$ cat config.mk
export PLATFORM = sky130hd
export DESIGN_NAME = alu_arbiter_flat
export DESIGN_NICKNAME = d
export VERILOG_FILES = /design/src/rtl/alu_arbiter_if.sv /design/src/rtl/alu_arbiter.sv /design/src/flat_wrapper.sv
export SDC_FILE = /design/constraint.sdc
export NUM_CORES = 1
export LEC_CHECK = 0
export ABC_AREA = 1
export BUFFER_PORTS_ARGS = -buffer_cell sky130_fd_sc_hd__buf_2
export CAP_MARGIN = 20
export CORE_MARGIN = 8
export CORE_UTILIZATION = 39
export DETAILED_ROUTE_END_ITERATION = 8
export GPL_TIMING_DRIVEN = 0
export HOLD_SLACK_MARGIN = 0.06
export PLACE_DENSITY = 0.74
export SYNTH_ARGS = -nofsm -noshare
export SYNTH_HDL_FRONTEND = slang
export SYNTH_SLANG_ARGS = --single-unit
$ cat constraint.sdc
create_clock -name CLK -period 1.1 [get_ports CLK]
set_input_delay 0.055 -clock CLK [delete_from_list [all_inputs] [get_ports CLK]]
set_output_delay 0.055 -clock CLK [all_outputs]
set_load 0.01 [all_outputs]
$ cat src/rtl/alu_arbiter_if.sv
// alu_arbiter_if: requester command/response bus plus the shared ALU operand/result bus.
interface alu_arbiter_if #(
    parameter int WIDTH = 4,
    parameter int TAG_W = 2
);
    logic [1:0]       REQ_VALID;
    logic [1:0]       REQ_READY;
    logic [2:0]       REQ_OP0, REQ_OP1;
    logic [WIDTH-1:0] REQ_A0, REQ_A1;
    logic [WIDTH-1:0] REQ_B0, REQ_B1;
    logic [TAG_W-1:0] REQ_TAG0, REQ_TAG1;
    logic [1:0]       RSP_VALID;
    logic [1:0]       RSP_READY;
    logic [WIDTH-1:0] RSP_DATA;
    logic [TAG_W-1:0] RSP_TAG;
    logic             RSP_ERR;
    logic [WIDTH-1:0] ALU_A, ALU_B;
    logic             ALU_L, ALU_M, ALU_N;
    logic [WIDTH-1:0] ALU_S;
    modport slave (
        input  REQ_VALID, REQ_OP0, REQ_OP1, REQ_A0, REQ_A1, REQ_B0, REQ_B1,
               REQ_TAG0, REQ_TAG1, RSP_READY, ALU_S,
        output REQ_READY, RSP_VALID, RSP_DATA, RSP_TAG, RSP_ERR,
               ALU_A, ALU_B, ALU_L, ALU_M, ALU_N
    );
    modport master (
        output REQ_VALID, REQ_OP0, REQ_OP1, REQ_A0, REQ_A1, REQ_B0, REQ_B1,
               REQ_TAG0, REQ_TAG1, RSP_READY, ALU_S,
        input  REQ_READY, RSP_VALID, RSP_DATA, RSP_TAG, RSP_ERR,
               ALU_A, ALU_B, ALU_L, ALU_M, ALU_N
    );
endinterface

$ cat src/rtl/alu_arbiter.sv
// alu_arbiter: round-robin sharing of one external combinational ALU between two requesters,
// one command in flight at a time (IDLE -> EXEC -> RESP).
module alu_arbiter #(
    parameter int WIDTH = 4,
    parameter int TAG_W = 2
) (
    input  logic          CLK,
    input  logic          RESET_N,
    alu_arbiter_if.slave  bus
);
    typedef enum logic [1:0] {IDLE, EXEC, RESP} state_t;
    state_t           r_state, w_next;
    logic             r_ptr, r_port, r_err;
    logic [2:0]       r_op;
    logic [WIDTH-1:0] r_a, r_b, r_data;
    logic [TAG_W-1:0] r_tag;
    logic             w_gnt_port, w_accept, w_illegal;
    assign w_gnt_port = &bus.REQ_VALID ? r_ptr : bus.REQ_VALID[1];
    assign w_accept   = RESET_N && r_state == IDLE && |bus.REQ_VALID;
    assign w_illegal  = &r_op;
    assign bus.REQ_READY = w_accept ? (w_gnt_port ? 2'b10 : 2'b01) : 2'b00;
    assign bus.RSP_DATA  = r_data;
    assign bus.RSP_TAG   = r_tag;
    assign bus.RSP_ERR   = r_err;
    assign bus.ALU_A     = r_a;
    assign bus.ALU_B     = r_b;
    // the reserved opcode runs the ALU as a harmless ADD; its result is discarded
    assign {bus.ALU_L, bus.ALU_M, bus.ALU_N} = w_illegal ? 3'b010 : r_op;
    always_ff @(posedge CLK) begin
        if (!RESET_N)
            r_state <= IDLE;
        else
            r_state <= w_next;
    end
    always_comb begin
        w_next        = r_state;
        bus.RSP_VALID = 2'b00;
        case (r_state)
            IDLE: w_next = w_accept ? EXEC : IDLE;
            EXEC: w_next = RESP;
            RESP: begin
                bus.RSP_VALID = r_port ? 2'b10 : 2'b01;
                w_next        = bus.RSP_READY[r_port] ? IDLE : RESP;
            end
            default: w_next = IDLE;
        endcase
    end
    always_ff @(posedge CLK) begin
        if (!RESET_N) begin
            r_ptr  <= 1'b0;
            r_port <= 1'b0;
            r_op   <= 3'b010;
            r_a    <= '0;
            r_b    <= '0;
            r_tag  <= '0;
            r_data <= '0;
            r_err  <= 1'b0;
        end else begin
            if (w_accept) begin
                r_port <= w_gnt_port;
                r_ptr  <= ~w_gnt_port;
                r_op   <= w_gnt_port ? bus.REQ_OP1 : bus.REQ_OP0;
                r_a    <= w_gnt_port ? bus.REQ_A1 : bus.REQ_A0;
                r_b    <= w_gnt_port ? bus.REQ_B1 : bus.REQ_B0;
                r_tag  <= w_gnt_port ? bus.REQ_TAG1 : bus.REQ_TAG0;
            end
            if (r_state == EXEC) begin
                r_data <= w_illegal ? '0 : bus.ALU_S;
                r_err  <= w_illegal;
            end
        end
    end
endmodule

$ cat src/flat_wrapper.sv
// flat-port wrapper written by rule: the top's interface ports become plain ports
module alu_arbiter_flat 
#(
    parameter int WIDTH = 4,
    parameter int TAG_W = 2
)
  (CLK, RESET_N, bus_REQ_VALID, bus_REQ_OP0, bus_REQ_OP1, bus_REQ_A0, bus_REQ_A1, bus_REQ_B0, bus_REQ_B1, bus_REQ_TAG0, bus_REQ_TAG1, bus_RSP_READY, bus_ALU_S, bus_REQ_READY, bus_RSP_VALID, bus_RSP_DATA, bus_RSP_TAG, bus_RSP_ERR, bus_ALU_A, bus_ALU_B, bus_ALU_L, bus_ALU_M, bus_ALU_N);
  alu_arbiter_if #(.WIDTH(WIDTH), .TAG_W(TAG_W)) bus_i ();
  input  logic CLK;
  input  logic RESET_N;
  input wire logic [$bits(bus_i.REQ_VALID)-1:0] bus_REQ_VALID;
  input wire logic [$bits(bus_i.REQ_OP0)-1:0] bus_REQ_OP0;
  input wire logic [$bits(bus_i.REQ_OP1)-1:0] bus_REQ_OP1;
  input wire logic [$bits(bus_i.REQ_A0)-1:0] bus_REQ_A0;
  input wire logic [$bits(bus_i.REQ_A1)-1:0] bus_REQ_A1;
  input wire logic [$bits(bus_i.REQ_B0)-1:0] bus_REQ_B0;
  input wire logic [$bits(bus_i.REQ_B1)-1:0] bus_REQ_B1;
  input wire logic [$bits(bus_i.REQ_TAG0)-1:0] bus_REQ_TAG0;
  input wire logic [$bits(bus_i.REQ_TAG1)-1:0] bus_REQ_TAG1;
  input wire logic [$bits(bus_i.RSP_READY)-1:0] bus_RSP_READY;
  input wire logic [$bits(bus_i.ALU_S)-1:0] bus_ALU_S;
  output wire logic [$bits(bus_i.REQ_READY)-1:0] bus_REQ_READY;
  output wire logic [$bits(bus_i.RSP_VALID)-1:0] bus_RSP_VALID;
  output wire logic [$bits(bus_i.RSP_DATA)-1:0] bus_RSP_DATA;
  output wire logic [$bits(bus_i.RSP_TAG)-1:0] bus_RSP_TAG;
  output wire logic [$bits(bus_i.RSP_ERR)-1:0] bus_RSP_ERR;
  output wire logic [$bits(bus_i.ALU_A)-1:0] bus_ALU_A;
  output wire logic [$bits(bus_i.ALU_B)-1:0] bus_ALU_B;
  output wire logic [$bits(bus_i.ALU_L)-1:0] bus_ALU_L;
  output wire logic [$bits(bus_i.ALU_M)-1:0] bus_ALU_M;
  output wire logic [$bits(bus_i.ALU_N)-1:0] bus_ALU_N;
  assign bus_i.REQ_VALID = bus_REQ_VALID;
  assign bus_i.REQ_OP0 = bus_REQ_OP0;
  assign bus_i.REQ_OP1 = bus_REQ_OP1;
  assign bus_i.REQ_A0 = bus_REQ_A0;
  assign bus_i.REQ_A1 = bus_REQ_A1;
  assign bus_i.REQ_B0 = bus_REQ_B0;
  assign bus_i.REQ_B1 = bus_REQ_B1;
  assign bus_i.REQ_TAG0 = bus_REQ_TAG0;
  assign bus_i.REQ_TAG1 = bus_REQ_TAG1;
  assign bus_i.RSP_READY = bus_RSP_READY;
  assign bus_i.ALU_S = bus_ALU_S;
  assign bus_REQ_READY = bus_i.REQ_READY;
  assign bus_RSP_VALID = bus_i.RSP_VALID;
  assign bus_RSP_DATA = bus_i.RSP_DATA;
  assign bus_RSP_TAG = bus_i.RSP_TAG;
  assign bus_RSP_ERR = bus_i.RSP_ERR;
  assign bus_ALU_A = bus_i.ALU_A;
  assign bus_ALU_B = bus_i.ALU_B;
  assign bus_ALU_L = bus_i.ALU_L;
  assign bus_ALU_M = bus_i.ALU_M;
  assign bus_ALU_N = bus_i.ALU_N;
  alu_arbiter #(.WIDTH(WIDTH), .TAG_W(TAG_W)) u_core (.CLK(CLK), .RESET_N(RESET_N), .bus(bus_i));
endmodule
======== Yosys cells after proc, flatten, opt, wreduce, memory -nomap -nowiden ========
Index checks and enable logic that the tools add are counted.
word-level totals
  register bits ........................... 22
  output and inout bits ................... 22
  memory bits (read-only) ................. 0
  memories ................................ 0
  bits of input ports ..................... 36
  word-level logic and storage cells ...... 35
  latch bits .............................. 0
  bits in writable memories ............... 0
cells by class
  equality and inequality tests ........... 2
  $lt $le $gt $ge ......................... 1
  shift operators ......................... 0
  bitwise logic cells ..................... 1
  mux-type cells .......................... 16
  $mul .................................... 0
  reductions and logical operators ........ 6
  add/subtract/negate cells ............... 0
  div/mod/pow operators ................... 0
operators with widths
  operator            number
  $mux 2              6
  $mux 4              3
  $mux 3              2
  $pmux 2 s3          1
  $mux 1              4
  $reduce_and 3->1    1
  $eq 2x1->1 const B  1
  $eq 2x2->1 const B  1
  $logic_and 1x1->1   2
  $logic_not 2->1     1
  $lt 1x2->1 const B  1
  $reduce_and 2->1    1
  $reduce_or 2->1     1
  $not 1->1           1

======== Logic depth before layout (Yosys ltp) ========
Gate-level depths: netlist of run 1.
  depth in word-level cells ............... 5
  depth in mapped cells ................... 8
  mapped depth without buffers ............ 7

======== Least setup slack after synthesis of run 1 ========
Ideal clock, no wire load.
  kind .................................... register to register
  from .................................... reg u_core.r_state[0]
  to ...................................... reg u_core.r_port
  path slack .............................. 17 ps
  cell stages (with the launch flop) ...... 7
  setup time .............................. 126 ps
  arrival ................................. 956 ps
  required time ........................... 974 ps
  cells stage by stage .................... dfxtp_1 > inv_1 > nand2_2 > nor2_2 > nand2_4 > a21oi_1 > nor2_1
on the way
  longest elaborated chain between the ends .. 3
RTL lines
  element                         RTL line           text
  start: declaration              alu_arbiter.sv:12  state_t r_state, w_next;
  start signal: assignment        alu_arbiter.sv:33  r_state <= w_next;
  $logic_not 2->1                 alu_arbiter.sv:19  assign w_accept = RESET_N && r_state == IDLE && |bus.REQ_VALID;
  $logic_and 1x1->1 (2 in a row)  alu_arbiter.sv:19
  end signal: assignment          alu_arbiter.sv:60  r_port <= w_gnt_port;
  end: declaration                alu_arbiter.sv:13  logic r_ptr, r_port, r_err;
No other way between the ends.
A chain may end at the register's enable or synchronous reset.

======== Worst setup path after layout of run 1 ========
  from .................................... reg u_core.r_state[0]
  to ...................................... out bus_REQ_READY[0]
on the way
  longest elaborated chain between the ends .. 4
RTL lines
  element                         RTL line            text
  $logic_not 2->1                 alu_arbiter.sv:19
  $logic_and 1x1->1 (2 in a row)  alu_arbiter.sv:19
  $mux 2                          alu_arbiter.sv:21   assign bus.REQ_READY = w_accept ? (w_gnt_port ? 2'b10 : 2'b01) : 2'b00;
  end: declaration                flat_wrapper.sv:22  output wire logic [$bits(bus_i.REQ_READY)-1:0] bus_REQ_READY;
No other way between the ends.

==> results_dict.tcl, run 1 <==
set metrics [dict create \
    cpLargestDelayFamily "flip-flops" \
    grt_usage 0.147 \
    rsz0062_at_grt "yes" \
    vias 1279 \
    fin_crit_ps 1260 \
    synth_top_family_by_area "simple AND/OR/NAND/NOR gates" \
    fp.coreArea_um2 2690 \
    avgViaCountPerCell 4.74 \
    async_flop_share 0 \
    initial_core_util 0.399 \
    drive_above_1_share 0.490 \
    n_antenna_cell 0 \
    hold_class "in2reg" \
    grt-ovfl-total 0 \
    cp_cell_sequence "inv_2 > nand2_4 > nor2_4 > nand2_4 > a21oi_4 > buf_6" \
    crit_slowest_cell "dfxtp_2" \
    worst_slack_ps -162 \
    htreeDepth 1 \
    synth_compound_area_frac 0.110 \
    syn_area_per_cell_um2 6.87 \
    p_switching_uw 601 \
    status "finished with violations" \
    muxShareOfSynthArea 0 \
    synthCells 156 \
    setup_viol 20 \
    yosys.area.top_type "dfxtp_1" \
    post-route-util 0.654 \
    ir_drop_mv 0.738 \
    cp_num_buf_inv 2 \
    path_common_cell "nand2_4" \
    leakage_nw 0.881 \
    drt_pass1_iterations 4 \
    port_buffers 56 \
    ys_ff_latch 22 \
    wire_per_inst_um 12.9 \
    cts_buffers 3 \
    synth_fp_nets 192 \
    synthSimpleGateAreaFrac 0.399 \
    grt_pass1_wl_um 5470 \
    num_rows 19 \
    hold_depth 5 \
    min_to "u_core.r_op[0]" \
    synth_commonest_cells "nand2_1, dfxtp_1, a21oi_1, nand3_1" \
    cts.sinks 22 \
    slew_violations 0 \
    die_y_um 68.4 \
    synth_area_leaders "dfxtp_1, nand2_1, a21oi_1, nand3_1, buf_6" \
    worst-endpoint-arrival_ps 1210 \
    power_frac_seq 0.456 \
    clock_power_share 0.222 \
    swShare 0.306 \
    clockRootBuffer "clkbuf_4" \
    drt_iter0_drc 38 \
    hold_viol 0 \
    drc 0 \
    clkTransAtPathRegs_ps 120 \
    ios 58 \
    dieArea_um2 4680 \
    maxCapViolCount 0 \
    cts_buffer_depth 2 \
    endpoint_kind "output pin" \
    slowest_delay_ps 350 \
    post-route-period-util 1.15 \
    synth.most_common_cell "nand2_1" \
    r2r_cells 7 \
    syn-cell-area_um2 1070 \
    cts_tree "done" \
    final_area_um2 1760 \
    synth_fa_ha_area_frac 0 \
    clk_latency_ps 300 \
    synth_top_area_frac 0.411 \
    fillers 243 \
    drt_wl_total_um 3490 \
    slew_headroom 0.803 \
    fin_setup_tns_ps -2150 \
    antenna_found_initial 0 \
    syn_to_final_growth_pct 63.8 \
    power.density_nw_per_um2 1120 \
    r2r-start "u_core.r_state[0]" \
    grt_max_degree 14 \
    routabilityCongestion 0.746 \
    nNetsFinal 276 \
    internal_power_mw 1.37 \
    hpwl_um 2260 \
    p_comb_frac 0.323 \
    critPathKind "reg2out" \
    r2r-end "u_core.bus.ALU_B[2]" \
    reg2reg_setup_slack_ps -150 \
    placed_area_um2 1390 \
    tightest_slew_ps 293 \
    synth.distinct_cells 19 \
    fmax_mhz 792 \
    worst-path-max-fanout 4 \
    die_x_um 68.4 \
    grt_pass1_vias 1251 \
    crit_required_ps 1040 \
    drtAntennaViolNets 0 \
    finClkSkew_ps 1.51 \
    min_from "bus_REQ_OP0[0]" \
    violations "negative setup slack" \
    synth-warning-count 0 \
    synth_flop_cell "dfxtp_1" \
    synth_xor_area_frac 0 \
    synth_edf_count 0 \
    ys_seq_area_frac 0.411 \
    startpoint_type "register" \
]
[cells in the final DEF, fill, tap and decap left out]
master,instances
a21boi_2,2
a21oi_1,10
a21oi_2,8
a21oi_4,1
buf_2,56
buf_4,13
buf_6,9
clkbuf_1,1
clkbuf_4,3
clkbuf_8,1
clkinv_1,1
dfxtp_1,18
dfxtp_2,3
dfxtp_4,1
dlygate4sd3_1,8
inv_1,3
inv_2,2
inv_4,1
nand2_1,60
nand2_2,7
nand2_4,4
nand3_1,17
nor2_1,3
nor2_2,1
nor2_4,4
nor3_1,1
nor3_4,1
[layer usage]
layer | vias to the layer above | global-route usage | part of all wire
met5 | - | 0 | 0
met4 | 0 | 0.0460 | 0.0098
met3 | 4 | 0.0507 | 0.081
met2 | 48 | 0.243 | 0.49
met1 | 564 | 0.175 | 0.42
li1 | 663 | - | -
[worst min-delay path, delay by kind of cell]
kind | cells | cell delay, ps
compound gates | 1 | 50
simple gates | 3 | 140
buf+inv | 1 | 90
[flip-flops by register name (all words and copies together) (netlist names)]
register             cells
u_core.r_op              3
u_core.r_state           2
u_core.bus.ALU_A         4
u_core.bus.RSP_ERR       1
u_core.bus.RSP_TAG       2
u_core.bus.RSP_DATA      4
u_core.r_port            1
u_core.bus.ALU_B         4
u_core.r_ptr             1
[power by group through the flow]
stage | registers (mW) | clock network, mW | logic, mW
3_3_place_gp | 0.910 | 0 | 0.442
2_1_floorplan | 0.926 | 0 | 0.259
6_report | 0.896 | 0.436 | 0.635
4_1_cts | 0.893 | 0.446 | 0.558
5_1_grt | 0.905 | 0.479 | 0.695
3_5_place_dp | 0.909 | 0 | 0.444
[layout make-up]
| class | instances | area, um^2 | share of cell area |
|---|---|---|---|
| multi-input cells | 119 | 642 | 0.365 |
| repair buffers | 80 | 504 | 0.287 |
| flip-flops and latches | 22 | 448 | 0.255 |
| plain buffers | 7 | 58.8 | 0.0335 |
| well taps | 31 | 38.8 | 0.0221 |
| clock buffers | 4 | 36.3 | 0.0207 |
| inverters | 7 | 28.8 | 0.0164 |
[what timing repair did]
| item | 4_1_cts | 5_1_grt |
|---|---|---|
| endpoints found under the hold margin | 8 | 0 |
| setup buffers | 13 | 2 |
| pin swaps | 6 | 8 |
| endpoints found under the setup margin | 15 | 22 |
| hold buffers | 8 | 0 |
| resized for setup | 15 | 30 |
| gates cloned | 0 | 1 |
[worst max-delay path by stage]
stage                                  from                    end  slack, ps  cells after the start
after global routing      u_core.r_state[0]    u_core.bus.ALU_B[0]       -200                      7
final                     u_core.r_state[0]       bus_REQ_READY[0]       -160                      6
after floorplan           u_core.r_state[0]          u_core.r_port         20                      6
after global placement    u_core.r_state[0]    u_core.bus.ALU_A[1]        -40                      6
after detailed placement  u_core.r_state[0]  u_core.bus.RSP_TAG[1]        -40                      6
after CTS                 u_core.r_state[0]       bus_REQ_READY[0]       -160                      6
[through the flow]
| stage | hold slack [ps] | setup slack (ps) | std cells | total power [mW] |
|---|---|---|---|---|
| 6_report | 72.0 | -162 | 270 | 1.97 |
| 5_1_grt | 69.6 | -201 | 270 | 2.08 |
| 4_1_cts | 66.2 | -158 | 267 | 1.90 |
| 3_5_place_dp | 306 | -40.6 | 243 | 1.35 |
| 3_3_place_gp | 300 | -39.6 | 243 | 1.35 |
| 2_1_floorplan | 139 | 17.3 | 156 | 1.18 |
[logic make-up after synthesis]
logic type / count (synthesis)
AO/OA/AOI/OAI: 21
buffers and inverters: 15
flip-flops: 22
AND/OR/NAND/NOR: 98
Power figures use the tool's default switching activity.
==> run 2: changes to the inputs <==
Settings changed: PLACE_DENSITY 0.74 to default, PLACE_DENSITY_LB_ADDON from default to 0.1, SLEW_MARGIN from default to 15.
==> run 2 against run 1 <==
  * The flow still finishes with violations (negative setup slack)
  * Sequential power barely moved
  * Via count increased by 4.5%
  * Routed wire length grew 4.9%
  * Setup slack lost 35 ps
  * Register-to-register slack hardly changed
  * Total power grew 12%
  * Clock skew grew 3.3 ps
  * Critical path type unchanged
  * Largest power group unchanged
  * Highest routed layer unchanged
==> results_dict.tcl, run 2 (synthesized netlist as in run 1, its figures left out) <==
set metrics [dict create \
    syn_to_final_growth_pct 76.9 \
    cts_tree "done" \
    cts_buffer_depth 2 \
    routabilityCongestion 0.774 \
    endpoint "bus_REQ_READY[0]" \
    endpoint_kind "output pin" \
    slew_violations 0 \
    crit_slowest_cell "dfxtp_2" \
    avgViaCountPerCell 4.79 \
    initial_core_util 0.399 \
    multi_input_area_um2 667 \
    slowest_delay_ps 360 \
    clkTransAtPathRegs_ps 130 \
    ios 58 \
    tightest_slew_ps 304 \
    min_from "bus_REQ_A0[0]" \
    total_power_mw 2.20 \
    port_buffers 56 \
    hpwl_um 2370 \
    placed_cells 243 \
    drtAntennaViolNets 0 \
    clk_latency_ps 320 \
    wire_per_inst_um 13.1 \
    n_antenna_cell 0 \
    r2r-start "u_core.r_state[0]" \
    drc 0 \
    fp.coreArea_um2 2690 \
    htreeDepth 1 \
    whs_ps 66.5 \
    path_common_cell "nand2_4" \
    num_rows 19 \
    seq_area_um2 452 \
    worst_slack_ps -198 \
    slew_headroom 0.796 \
    fin_crit_ps 1300 \
    nNetsFinal 285 \
    fillers 222 \
    layout_commonest_cell "nand2_1" \
    fin_setup_tns_ps -2390 \
    cp_cell_sequence "inv_2 > nand2_4 > nor2_4 > nand2_4 > a21oi_4 > buf_6" \
    antenna_found_initial 0 \
    vias 1336 \
    violations "negative setup slack" \
    fmax_mhz 771 \
    hold_viol 0 \
    critPathKind "reg2out" \
    die_y_um 68.4 \
    r2r_cells 7 \
    worst-path-max-fanout 4 \
    leakage_nw 0.941 \
    post-route-util 0.706 \
    rsz0062_at_grt "yes" \
    worst-endpoint-arrival_ps 1240 \
    stdcell_count 279 \
    ir_drop_mv 1.07 \
    clockRootBuffer "clkbuf_4" \
    cts.sinks 22 \
    power.density_nw_per_um2 1160 \
    dieArea_um2 4680 \
    drt_iter0_drc 21 \
    grt_max_degree 14 \
    grt_pass1_vias 1346 \
    status "finished with violations" \
    die_x_um 68.4 \
    reg2reg_setup_slack_ps -150 \
    startpoint_type "register" \
    post-route-period-util 1.18 \
    crit_required_ps 1040 \
    drt_wl_total_um 3660 \
    grt_usage 0.155 \
    setup_viol 19 \
    hold_class "in2reg" \
    cp-startpoint "u_core.r_state[0]" \
    cts_buffers 3 \
    r2r-end "u_core.r_op[0]" \
    drt_pass1_iterations 4 \
    drive_above_1_share 0.480 \
    layout_common_cells "nand2_1, buf_2, dlygate4sd3_1" \
    finClkSkew_ps 4.77 \
    grt-ovfl-total 0 \
    maxCapViolCount 0 \
    grt_pass1_wl_um 5610 \
]
run 2: final cells by class:
cell class / instances / share of cell area
Buffer: 7 / 0.0310
Inverter: 7 / 0.0139
Sequential cell: 22 / 0.238
Multi-Input combinational cell: 119 / 0.352
Clock buffer: 3 / 0.0119
Timing Repair Buffer: 89 / 0.317
Clock inverter: 1 / 0.0158
Tap cell: 31 / 0.0204
run 2: worst min path at each step:
stage	to	slack (ps)	cells after the start
after floorplan	u_core.r_op[1]	140	1
after global placement	u_core.r_op[1]	300	2
after detailed placement	u_core.r_op[1]	310	2
after CTS	u_core.r_ptr	50	4
after global routing	u_core.bus.ALU_A[0]	70	5
final	u_core.bus.ALU_A[0]	70	5
run 2: metrics by stage:
| stage | worst slack, ps | cell area (um^2) |
|---|---|---|
| floorplan | 17.3 | 1070 |
| global placement | -27.0 | 1390 |
| detailed placement | -54.1 | 1390 |
| CTS | -198 | 1770 |
| global route | -271 | 1900 |
| finish | -198 | 1900 |
run 2: worst max-delay path: cells and delay by family, from the launching register on:
kind	cells	cell delay (ps)
simple gates	3	220
buf+inv	2	180
compound gates	1	150
flops	1	360
run 2: timing repair:
item,in CTS,in global routing
cloned,1,1
endpoints found under the setup margin,17,22
hold buffers,20,0
pin swaps,6,9
endpoints found under the hold margin,19,0
gates resized for setup,20,34
setup buffers,10,2
run 2: report_power, final:
| group | switching (mW) | internal [mW] | leakage, nW |
|---|---|---|---|
| Combinational | 0.340 | 0.326 | 0.732 |
| Sequential | 0.0390 | 0.858 | 0.182 |
| Clock | 0.270 | 0.369 | 0.0279 |
| Total | 0.649 | 1.55 | 0.941 |
run 2: layer usage:
| layer | up-vias | GRT usage | part of all wire |
|---|---|---|---|
| li1 | 682 | - | - |
| met1 | 603 | 0.166 | 0.39 |
| met2 | 45 | 0.287 | 0.51 |
| met3 | 6 | 0.0344 | 0.068 |
| met4 | 0 | 0.0563 | 0.025 |
| met5 | - | 0 | 0 |
